==> src/rtl/systolic_feeder_pkg.sv <==
// Shared types and constants for the systolic array feeder.
package systolic_feeder_pkg;

    // Feeder sequencing phases.
    typedef enum logic [1:0] {
        IDLE   = 2'd0,
        LOAD_W = 2'd1,
        STREAM = 2'd2,
        DRAIN  = 2'd3
    } state_t;

    localparam int unsigned DEFAULT_DATA_WIDTH = 4;
    localparam int unsigned DEFAULT_ARRAY_SIZE = 4;

    // Width of a counter that must hold values 0..n.
    function automatic int unsigned cnt_width(input int unsigned n);
        return $clog2(n + 1);
    endfunction

    localparam int unsigned DEFAULT_CNT_WIDTH = $clog2(DEFAULT_ARRAY_SIZE + 1);

endpackage

==> src/rtl/systolic_feeder_skew_lane.sv <==
// skew_lane: fixed-depth shift register carrying a value and its valid flag.
// Shifts every cycle; the output is the value presented DEPTH cycles earlier.
module skew_lane
    import systolic_feeder_pkg::*;
#(
    parameter int unsigned DEPTH      = 1,
    parameter int unsigned DATA_WIDTH = DEFAULT_DATA_WIDTH
) (
    input  logic                  clk,
    input  logic                  reset,
    input  logic [DATA_WIDTH-1:0] in_val,
    input  logic                  in_valid,
    output logic [DATA_WIDTH-1:0] out_val,
    output logic                  out_valid
);

    logic [DEPTH-1:0][DATA_WIDTH-1:0] val_q;
    logic [DEPTH-1:0]                 valid_q;

    // Shift value and valid one stage per cycle.
    always_ff @(posedge clk or posedge reset) begin
        if (reset) begin
            val_q   <= '0;
            valid_q <= '0;
        end else begin
            val_q[0]   <= in_val;
            valid_q[0] <= in_valid;
            for (int unsigned i = 1; i < DEPTH; i++) begin
                val_q[i]   <= val_q[i-1];
                valid_q[i] <= valid_q[i-1];
            end
        end
    end

    assign out_val   = val_q[DEPTH-1];
    assign out_valid = valid_q[DEPTH-1];

endmodule

==> src/rtl/systolic_feeder.sv <==
// systolic_feeder: loads N weight rows into the PE array, then streams
// activation vectors into its left edge with row r delayed by r cycles.
// Optional build macro FEEDER_STATS_EN adds the vec_count output, a
// saturating count of accepted activation vectors for the current job.
module systolic_feeder
    import systolic_feeder_pkg::*;
#(
    parameter int unsigned DATA_WIDTH = DEFAULT_DATA_WIDTH,
    parameter int unsigned ARRAY_SIZE = DEFAULT_ARRAY_SIZE
) (
    input  logic                             clk,
    input  logic                             reset,
    input  logic                             start,
    input  logic                             w_valid,
    output logic                             w_ready,
    input  logic [ARRAY_SIZE*DATA_WIDTH-1:0] w_data,
    input  logic                             in_valid,
    output logic                             in_ready,
    input  logic [ARRAY_SIZE*DATA_WIDTH-1:0] in_data,
    input  logic                             in_last,
    output logic                             pe_load,
    output logic [ARRAY_SIZE*DATA_WIDTH-1:0] pe_weight,
    output logic [ARRAY_SIZE*DATA_WIDTH-1:0] pe_val,
    output logic [ARRAY_SIZE-1:0]            pe_valid,
    output logic                             busy,
    output logic                             done
`ifdef FEEDER_STATS_EN
    ,
    output logic [15:0]                      vec_count
`endif
);

    localparam int unsigned CNT_W = cnt_width(ARRAY_SIZE);
    localparam logic [CNT_W-1:0] CNT_LAST = CNT_W'(ARRAY_SIZE - 1);

    state_t           state;
    logic [CNT_W-1:0] cnt;
    logic [CNT_W-1:0] cnt_inc_c;
    logic             w_accept_c;
    logic             in_accept_c;

    assign cnt_inc_c   = cnt + CNT_W'(1);
    assign w_accept_c  = w_valid & w_ready;
    assign in_accept_c = in_valid & in_ready;

    // Job sequencer: weight load, stream, drain; cnt counts rows then drain cycles.
    always_ff @(posedge clk or posedge reset) begin
        if (reset) begin
            state     <= IDLE;
            cnt       <= '0;
            w_ready   <= 1'b0;
            in_ready  <= 1'b0;
            busy      <= 1'b0;
            done      <= 1'b0;
            pe_load   <= 1'b0;
            pe_weight <= '0;
        end else begin
            pe_load <= 1'b0;
            done    <= 1'b0;
            case (state)
                IDLE: begin
                    if (start) begin
                        state   <= LOAD_W;
                        cnt     <= '0;
                        w_ready <= 1'b1;
                        busy    <= 1'b1;
                    end
                end
                LOAD_W: begin
                    if (w_accept_c) begin
                        pe_weight <= w_data;
                        pe_load   <= 1'b1;
                        if (cnt == CNT_LAST) begin
                            state    <= STREAM;
                            w_ready  <= 1'b0;
                            in_ready <= 1'b1;
                        end else begin
                            cnt <= cnt_inc_c;
                        end
                    end
                end
                STREAM: begin
                    if (in_accept_c && in_last) begin
                        state    <= DRAIN;
                        in_ready <= 1'b0;
                        cnt      <= '0;
                        done     <= (CNT_LAST == '0);
                    end
                end
                DRAIN: begin
                    // Last DRAIN cycle is the one presenting done.
                    if (cnt == CNT_LAST) begin
                        state <= IDLE;
                        busy  <= 1'b0;
                    end else begin
                        cnt  <= cnt_inc_c;
                        done <= (cnt_inc_c == CNT_LAST);
                    end
                end
                default: begin
                    state    <= IDLE;
                    w_ready  <= 1'b0;
                    in_ready <= 1'b0;
                    busy     <= 1'b0;
                end
            endcase
        end
    end

    // One skew lane per array row; row r is delayed r+1 register stages.
    for (genvar r = 0; r < ARRAY_SIZE; r++) begin : g_lane
        logic [DATA_WIDTH-1:0] lane_in_c;

        assign lane_in_c = in_accept_c ? in_data[r*DATA_WIDTH +: DATA_WIDTH] : '0;

        skew_lane #(
            .DEPTH      (r + 1),
            .DATA_WIDTH (DATA_WIDTH)
        ) u_lane (
            .clk       (clk),
            .reset     (reset),
            .in_val    (lane_in_c),
            .in_valid  (in_accept_c),
            .out_val   (pe_val[r*DATA_WIDTH +: DATA_WIDTH]),
            .out_valid (pe_valid[r])
        );
    end

`ifdef FEEDER_STATS_EN
    // Saturating count of accepted activation vectors, cleared on job start.
    always_ff @(posedge clk or posedge reset) begin
        if (reset) begin
            vec_count <= '0;
        end else if (state == IDLE && start) begin
            vec_count <= '0;
        end else if (in_accept_c && vec_count != 16'hFFFF) begin
            vec_count <= vec_count + 16'd1;
        end
    end
`endif

endmodule

==> config.mk <==
export PLATFORM = sky130hd
export DESIGN_NAME = systolic_feeder
export DESIGN_NICKNAME = d
export VERILOG_FILES = /design/src/rtl/systolic_feeder_pkg.sv /design/src/rtl/systolic_feeder_skew_lane.sv /design/src/rtl/systolic_feeder.sv
export SDC_FILE = /design/constraint.sdc
export NUM_CORES = 1
export LEC_CHECK = 0
export CORE_MARGIN = 2
export CORE_UTILIZATION = 46
export DETAILED_ROUTE_END_ITERATION = 12
export HOLD_SLACK_MARGIN = 0.08
export PLACE_DENSITY_LB_ADDON = 0.2
export SLEW_MARGIN = 20
export SYNTH_ARGS = -nofsm -noshare
export SYNTH_HDL_FRONTEND = slang
export SYNTH_SLANG_ARGS = --single-unit
==> constraint.sdc <==
create_clock -name clk -period 2.7 [get_ports clk]
set_input_delay 0.27 -clock clk [delete_from_list [all_inputs] [get_ports clk]]
set_output_delay 0.27 -clock clk [all_outputs]
set_load 0.02 [all_outputs]
==> metrics.txt, run 1 <==
status=finished, final reports clean; first-pass GRT wire length=7330 um; XOR/XNOR Fraction of Synth Area=0; syn nets=225; CP arrival=between 1.5 and 2 ns; Reg clk slew, reported paths=approximately 0.08 ns; Crit path max-delay family=buffers and inverters; worst skew pair latency=around 0.34 ns; Setup Buffers After CTS=0; Total Die Area=about 6200 um2; layout cells sized above 1=0.158; CTS tree=built; Crit. End Element=output pin; Num CTS Buffers=9; Die X=78.8 um; post-synthesis mux area share=0.0743; post-layout util=0.648; post-synth top area cell=dfrtp_1; register area share after synthesis=0.680; via count=about 1500; vias in the first global route=between 1500 and 2000; Rel. slew slack=0.647; Pint=about 1.6 mW; Final Cycle Share=0.740; sequential power share=0.512; required time of the worst setup path=~2.4 ns; Critical path buffers and inverters=1; DRC violations left=0; Net Sw Frac=0.207; Die Ht=between 70 and 80 um; cell count after placement=between 300 and 400; slowest stage delay, CP=0.71 ns; maximum achievable frequency=0.501 GHz; Pwr Density=approximately 580 nW/um2; synth warn=0; Max-Cap Viols=0; CTS hold repair buffers=0; # resized after CTS=0; Setup crit start kind=flip-flop; slowest CP cell=clkdlybuf4s50_1; final setup vio count=0; Routed Antenna Nets=0; IO Pins=79; pre-CTS setup slack=approximately 0.85 ns; vias per cell=around 4.7; Slew Viols, Final=0; RSZ-0062 raised after global routing=false; Worst Setup SP=in_ready; peak supply drop=roughly 400 uV; htree depth=3; GRT Overall Usage=0.159; Post-Syn Area=about 2600 um2; Yosys top cell area share=0.680; combinational fraction of design power=0.040; clock power share=0.448; simple-gate share of the synthesized area=0.0932; largest net degree at the start of global routing=71; gr ovfl total=0; synth top area cells=dfrtp_1, mux2_2, buf_4, ha_1, and3_1; #FFs+latches synth=70; reg-to-reg startpoint=in_ready; Iter 0 DRT Violations=67; Design Area, Final=3550 um2; root buffer cell=clkbuf_8; Worst Max-Slew Pin Slew=0.530 ns; nets=295; crit-path max FO=21; net load switching power=between 400 and 500 uW; drt first pass iters=4; final hold slack=0.318 ns; Tot Pwr=2.05 mW; post-synthesis cell type count=26; static leakage=around 1.8 nW; WL final=around 4400 um; initial antenna violation count=0; largest family of logic cells by synthesized area=simple AND/OR/NAND/NOR gates; worst setup path class=flip-flop to output pin; TNS Setup=0 ns; GP Congestion=~0.8; Avg Cell Area, Syn=about 14 um2; Clock Sinks=70; # port buffers=78; worst path cell trace=clkdlybuf4s50_1; Cell Rows=27; Final Non-Filler Cells=~330; Hold WC Path Type=input pin to async pin; Final HPWL DP=between 3000 and 4000 um; Synth Area in Compound Gates=0.0427; Core Area=5470 um2; synthesis-to-finish area growth=37.7%; Period minus WS final=around 2.0 ns; maximum buffer depth of the clock tree=2; Synth Area in Adders=0.0437; DP Area=roughly 3300 um2; DR WL/cell=approximately 14 um; Cells after Synth=between 150 and 200; worst setup margin=about 0.7 ns; # diodes=0; Max Clock Skew=0.00599 ns; Starting Density=0.471; Fin. Hold Viols=0
==> sequential cells by signal (all words and copies together) (netlist names) <==
signal                 count
done                       1
in_ready                   1
state                      2
cnt                        3
w_ready                    1
pe_load                    1
g_lane.u_lane.out_val     16
g_lane.u_lane.val_q       24
pe_weight                 16
g_lane.u_lane.valid_q      4
busy                       1
==> placed cells by master, fill, tap and decap left out, types with 2 or more instances in the layout <==
cell type         n
dfrtp_1          70
nand2b_1          2
nor2_1            3
mux2_2           17
bufinv_16         2
a22o_1            2
clkinv_2          2
nand3_1           4
inv_6             2
and3_1           17
inv_1             5
a21oi_1           4
ha_1              9
clkbuf_8          9
nand2_1           7
clkdlybuf4s50_1  78
nor2b_1           3
o21ai_0           4
==> worst register-to-register path, delay by kind of cell (launching register included) <==
kind / cells / cell delay, ns
compound gates: 3 / 0.74
flops: 1 / 0.68
simple gates: 1 / 0.20
==> metal layers <==
metal	global-route usage	wire length (um)
met1	0.182	1880
met2	0.263	2180
met3	0.0534	277
met4	0.0845	97
met5	0	0
==> layout make-up <==
type,instances,area (um2)
clock inverter,7,96.3
fill,436,1930
timing repair buffer,80,808
inverter,6,22.5
tap,72,90.1
clock buffer,9,124
sequential,70,1750
multi-input combinational,81,654
==> worst paths after layout <==
check / end / slack, ns / cells after the start
min reg2reg: g_lane[3].u_lane.out_val[2] / 0.35 / 0
max in group asynchronous: g_lane[1].u_lane.out_val[1] / 2.10 / 3
max: in_ready / 0.70 / 1
min: g_lane[3].u_lane.out_val[2] / 0.32 / 3
max reg2reg: cnt[0] / 0.98 / 4
min in group clk: g_lane[3].u_lane.out_val[2] / 0.35 / 0
==> synthesized netlist by cell type, drive strengths merged <==
cell / n
nand2: 8
dfrtp: 70
and2: 1
a21oi: 4
nor3: 1
a221oi: 1
o21ai: 4
ha: 9
nand2b: 2
o21a: 1
nor2: 3
a22o: 2
mux2: 17
clkbuf: 4
and3: 17
a32oi: 1
a41o: 1
nand3: 6
nor2b: 3
buf: 17
inv: 6
==> cell families (layout without fill, tap and decap cells) <==
family / Yosys count / after routing
multiplexers: 17 / 17
buffers and inverters: 27 / 102
AO/OA/AOI/OAI: 14 / 14
flip-flops: 70 / 70
AND/OR/NAND/NOR: 41 / 41
adder cells (fa/ha/maj): 9 / 9
==> power by group through the flow <==
| stage | clock (mW) | sequential [mW] | combinational (mW) |
|---|---|---|---|
| 2_1_floorplan | 0 | 1.07 | 0.0189 |
| 3_3_place_gp | 0 | 1.07 | 0.0837 |
| 3_5_place_dp | 0 | 1.07 | 0.0840 |
| 4_1_cts | 0.941 | 1.05 | 0.0846 |
| 5_1_grt | 0.986 | 1.05 | 0.0921 |
| 6_report | 0.915 | 1.05 | 0.0824 |
Power figures use the tool's default switching activity.
==> inputs of run 2 (changes only) <==
Clock period 2.7 ns to 2.1 ns, I/O delays scaled along.
==> run 2 against run 1 <==
Effect of this change: via count is 3.3% lower; register-to-register slack worse by 0.58 ns; combinational power is 31% higher; clock-buffer cell count is 2 higher; sequential power is 29% higher; final area is 0.39% lower; non-clock buffer count is 2 higher.
==> metrics.txt, run 2 (synthesis results as in run 1) <==
GRT Overall Usage=0.160 (was 0.159); fillcell total=436 (unchanged); initial antenna violation count=0 (unchanged); Num CTS Buffers=9 (unchanged); Die Ht=78.8 um (unchanged); Cell Rows=27 (unchanged); Final Cycle Share=0.810; GP Congestion=0.808 (was 0.803); Hold WC Path Type=input pin to async pin (unchanged); met3 wire length=251 um (was 277 um); most frequent cells in the layout=clkdlybuf4s50_1, dfrtp_1, mux2_2, and3_1 (unchanged); Pwr Density=700 nW/um2 (was 577 nW/um2); layout cells sized above 1=0.157 (was 0.158); peak supply drop=500 uV (was 393 uV); nets=297 (was 295); worst path cell trace=inv_1 > ha_1 > nor2b_1 > nor2_1 > nand3_1 > mux2_2 (was clkdlybuf4s50_1); met2 routed WL=2140 um (was 2180 um); Slew Viols, Final=0 (unchanged); Routed Antenna Nets=0 (unchanged); synthesis-to-finish area growth=37.2% (was 37.7%); CTS hold repair buffers=0 (unchanged); via count=1479 (was 1530); Period minus WS final=around 1.7 ns; crit-path max FO=4 (was 21); Largest register FFs=24 (unchanged); final hold slack=0.217 ns (was 0.318 ns); # diodes=0 (unchanged); Setup crit start kind=flip-flop (unchanged); maximum achievable frequency=a little under 0.6 GHz; Reg clk slew, reported paths=0.07 ns (was 0.08 ns); DR WL/cell=13.7 um (was 13.6 um); largest register by flop count=g_lane.u_lane.val_q (unchanged); gr ovfl total=0 (unchanged); IO Pins=79 (unchanged); required time of the worst setup path=2.32 ns (was 2.43 ns); worst skew pair latency=0.33 ns (was 0.34 ns); static leakage=1.75 nW (was 1.76 nW); Worst Reg-to-Reg Cells=6 (was 4); slowest stage delay, CP=0.42 ns (was 0.71 ns); Core Area=5470 um2 (unchanged); CP arrival=1.92 ns (was 1.73 ns); Iter 0 DRT Violations=37 (was 67); status=finished, final reports clean (unchanged); DRC violations left=0 (unchanged); reg-to-reg startpoint=state[0] (was in_ready); most common cell after layout, fill and taps aside=clkdlybuf4s50_1 (unchanged); worst setup path class=flip-flop to flip-flop (was flip-flop to output pin); DR top layer=met4 (unchanged); vias in the first global route=1512 (was 1591); Fin. Hold Viols=0 (unchanged); Final HPWL DP=3150 um (was 3010 um); reg2reg setup slack=0.40 ns (was 0.98 ns); Worst Max-Slew Pin Slew=0.471 ns (was 0.530 ns); Total Die Area=6210 um2 (unchanged); first-pass GRT wire length=7300 um (was 7330 um); Max Clock Skew=0.00610 ns (was 0.00599 ns); Rel. slew slack=0.685 (was 0.647); vias per cell=4.52 (was 4.71); Clock Sinks=70 (unchanged); Setup Buffers After CTS=0 (unchanged); Crit Reg-Reg Endpoint=state[1] (was cnt[0]); TNS Setup=0 ns (unchanged); CTS tree=built (unchanged); WL final=4470 um (was 4430 um); Starting Density=0.471 (unchanged); Met1 Wirelength=2020 um (was 1880 um); largest net degree at the start of global routing=34 (was 71); drt first pass iters=4 (unchanged); root buffer cell=clkbuf_8 (unchanged); # port buffers=78 (unchanged); final setup vio count=0 (unchanged); # resized after CTS=0 (unchanged); slowest CP cell=dfrtp_1 (was clkdlybuf4s50_1); Crit. End Element=flip-flop (was output pin); maximum buffer depth of the clock tree=2 (unchanged); RSZ-0062 raised after global routing=false (unchanged); htree depth=3 (unchanged); Die X=78.8 um (unchanged); Max-Cap Viols=0 (unchanged)
[run 2: how the worst max path moves through the flow]
stage                     startpoint           end  slack (ns)  cells after the start
final                       state[0]      state[1]        0.40                      6
after global placement       w_valid        cnt[1]        0.39                      5
after detailed placement     w_valid        cnt[1]        0.36                      5
after global routing        state[0]      state[1]        0.23                      6
after CTS                   state[1]  pe_weight[4]        0.37                      4
after floorplan                reset          busy        0.12                      1
[run 2: through the flow]
stage / instances / total power, mW / worst slack [ns] / area (um2) / utilization
floorplan: 178 / 1.40 / 0.122 / 2580 / -
global placement: 311 / 1.48 / 0.386 / 3340 / 0.611
detailed placement: 311 / 1.48 / 0.360 / 3340 / 0.611
CTS: 327 / 2.51 / 0.365 / 3530 / 0.646
global route: 327 / 2.60 / 0.231 / 3530 / 0.646
finish: 327 / 2.47 / 0.398 / 3530 / 0.646
[run 2: cell type report]
type                    instances  area (um2)  share of cell area
flip-flops and latches         70        1750               0.496
repair buffers                 82         823               0.233
multi-input cells              81         654               0.185
clock buffers                  11         131              0.0372
well taps                      72        90.1              0.0255
clock inverters                 5        60.1              0.0170
inverters                       6        22.5             0.00637
[run 2: power breakdown]
part	switching, mW	internal [mW]
Combinational	0.0421	0.0664
Sequential	0	1.35
Clock	0.467	0.551
Total	0.509	1.97
[run 2: critical path, delay by kind of cell (launching register included)]
kind                     cells  cell delay (ns)
AND/OR/NAND/NOR              3             0.48
flip-flops                   1             0.42
multiplexers                 1             0.34
adder cells (fa/ha/maj)      1             0.22
buffers and inverters        1             0.13
[run 2: metal layers]
layer	vias to the layer above	GRT usage
li1	726	-
met1	702	0.206
met2	46	0.248
met3	5	0.0477
met4	0	0.0776
met5	-	0
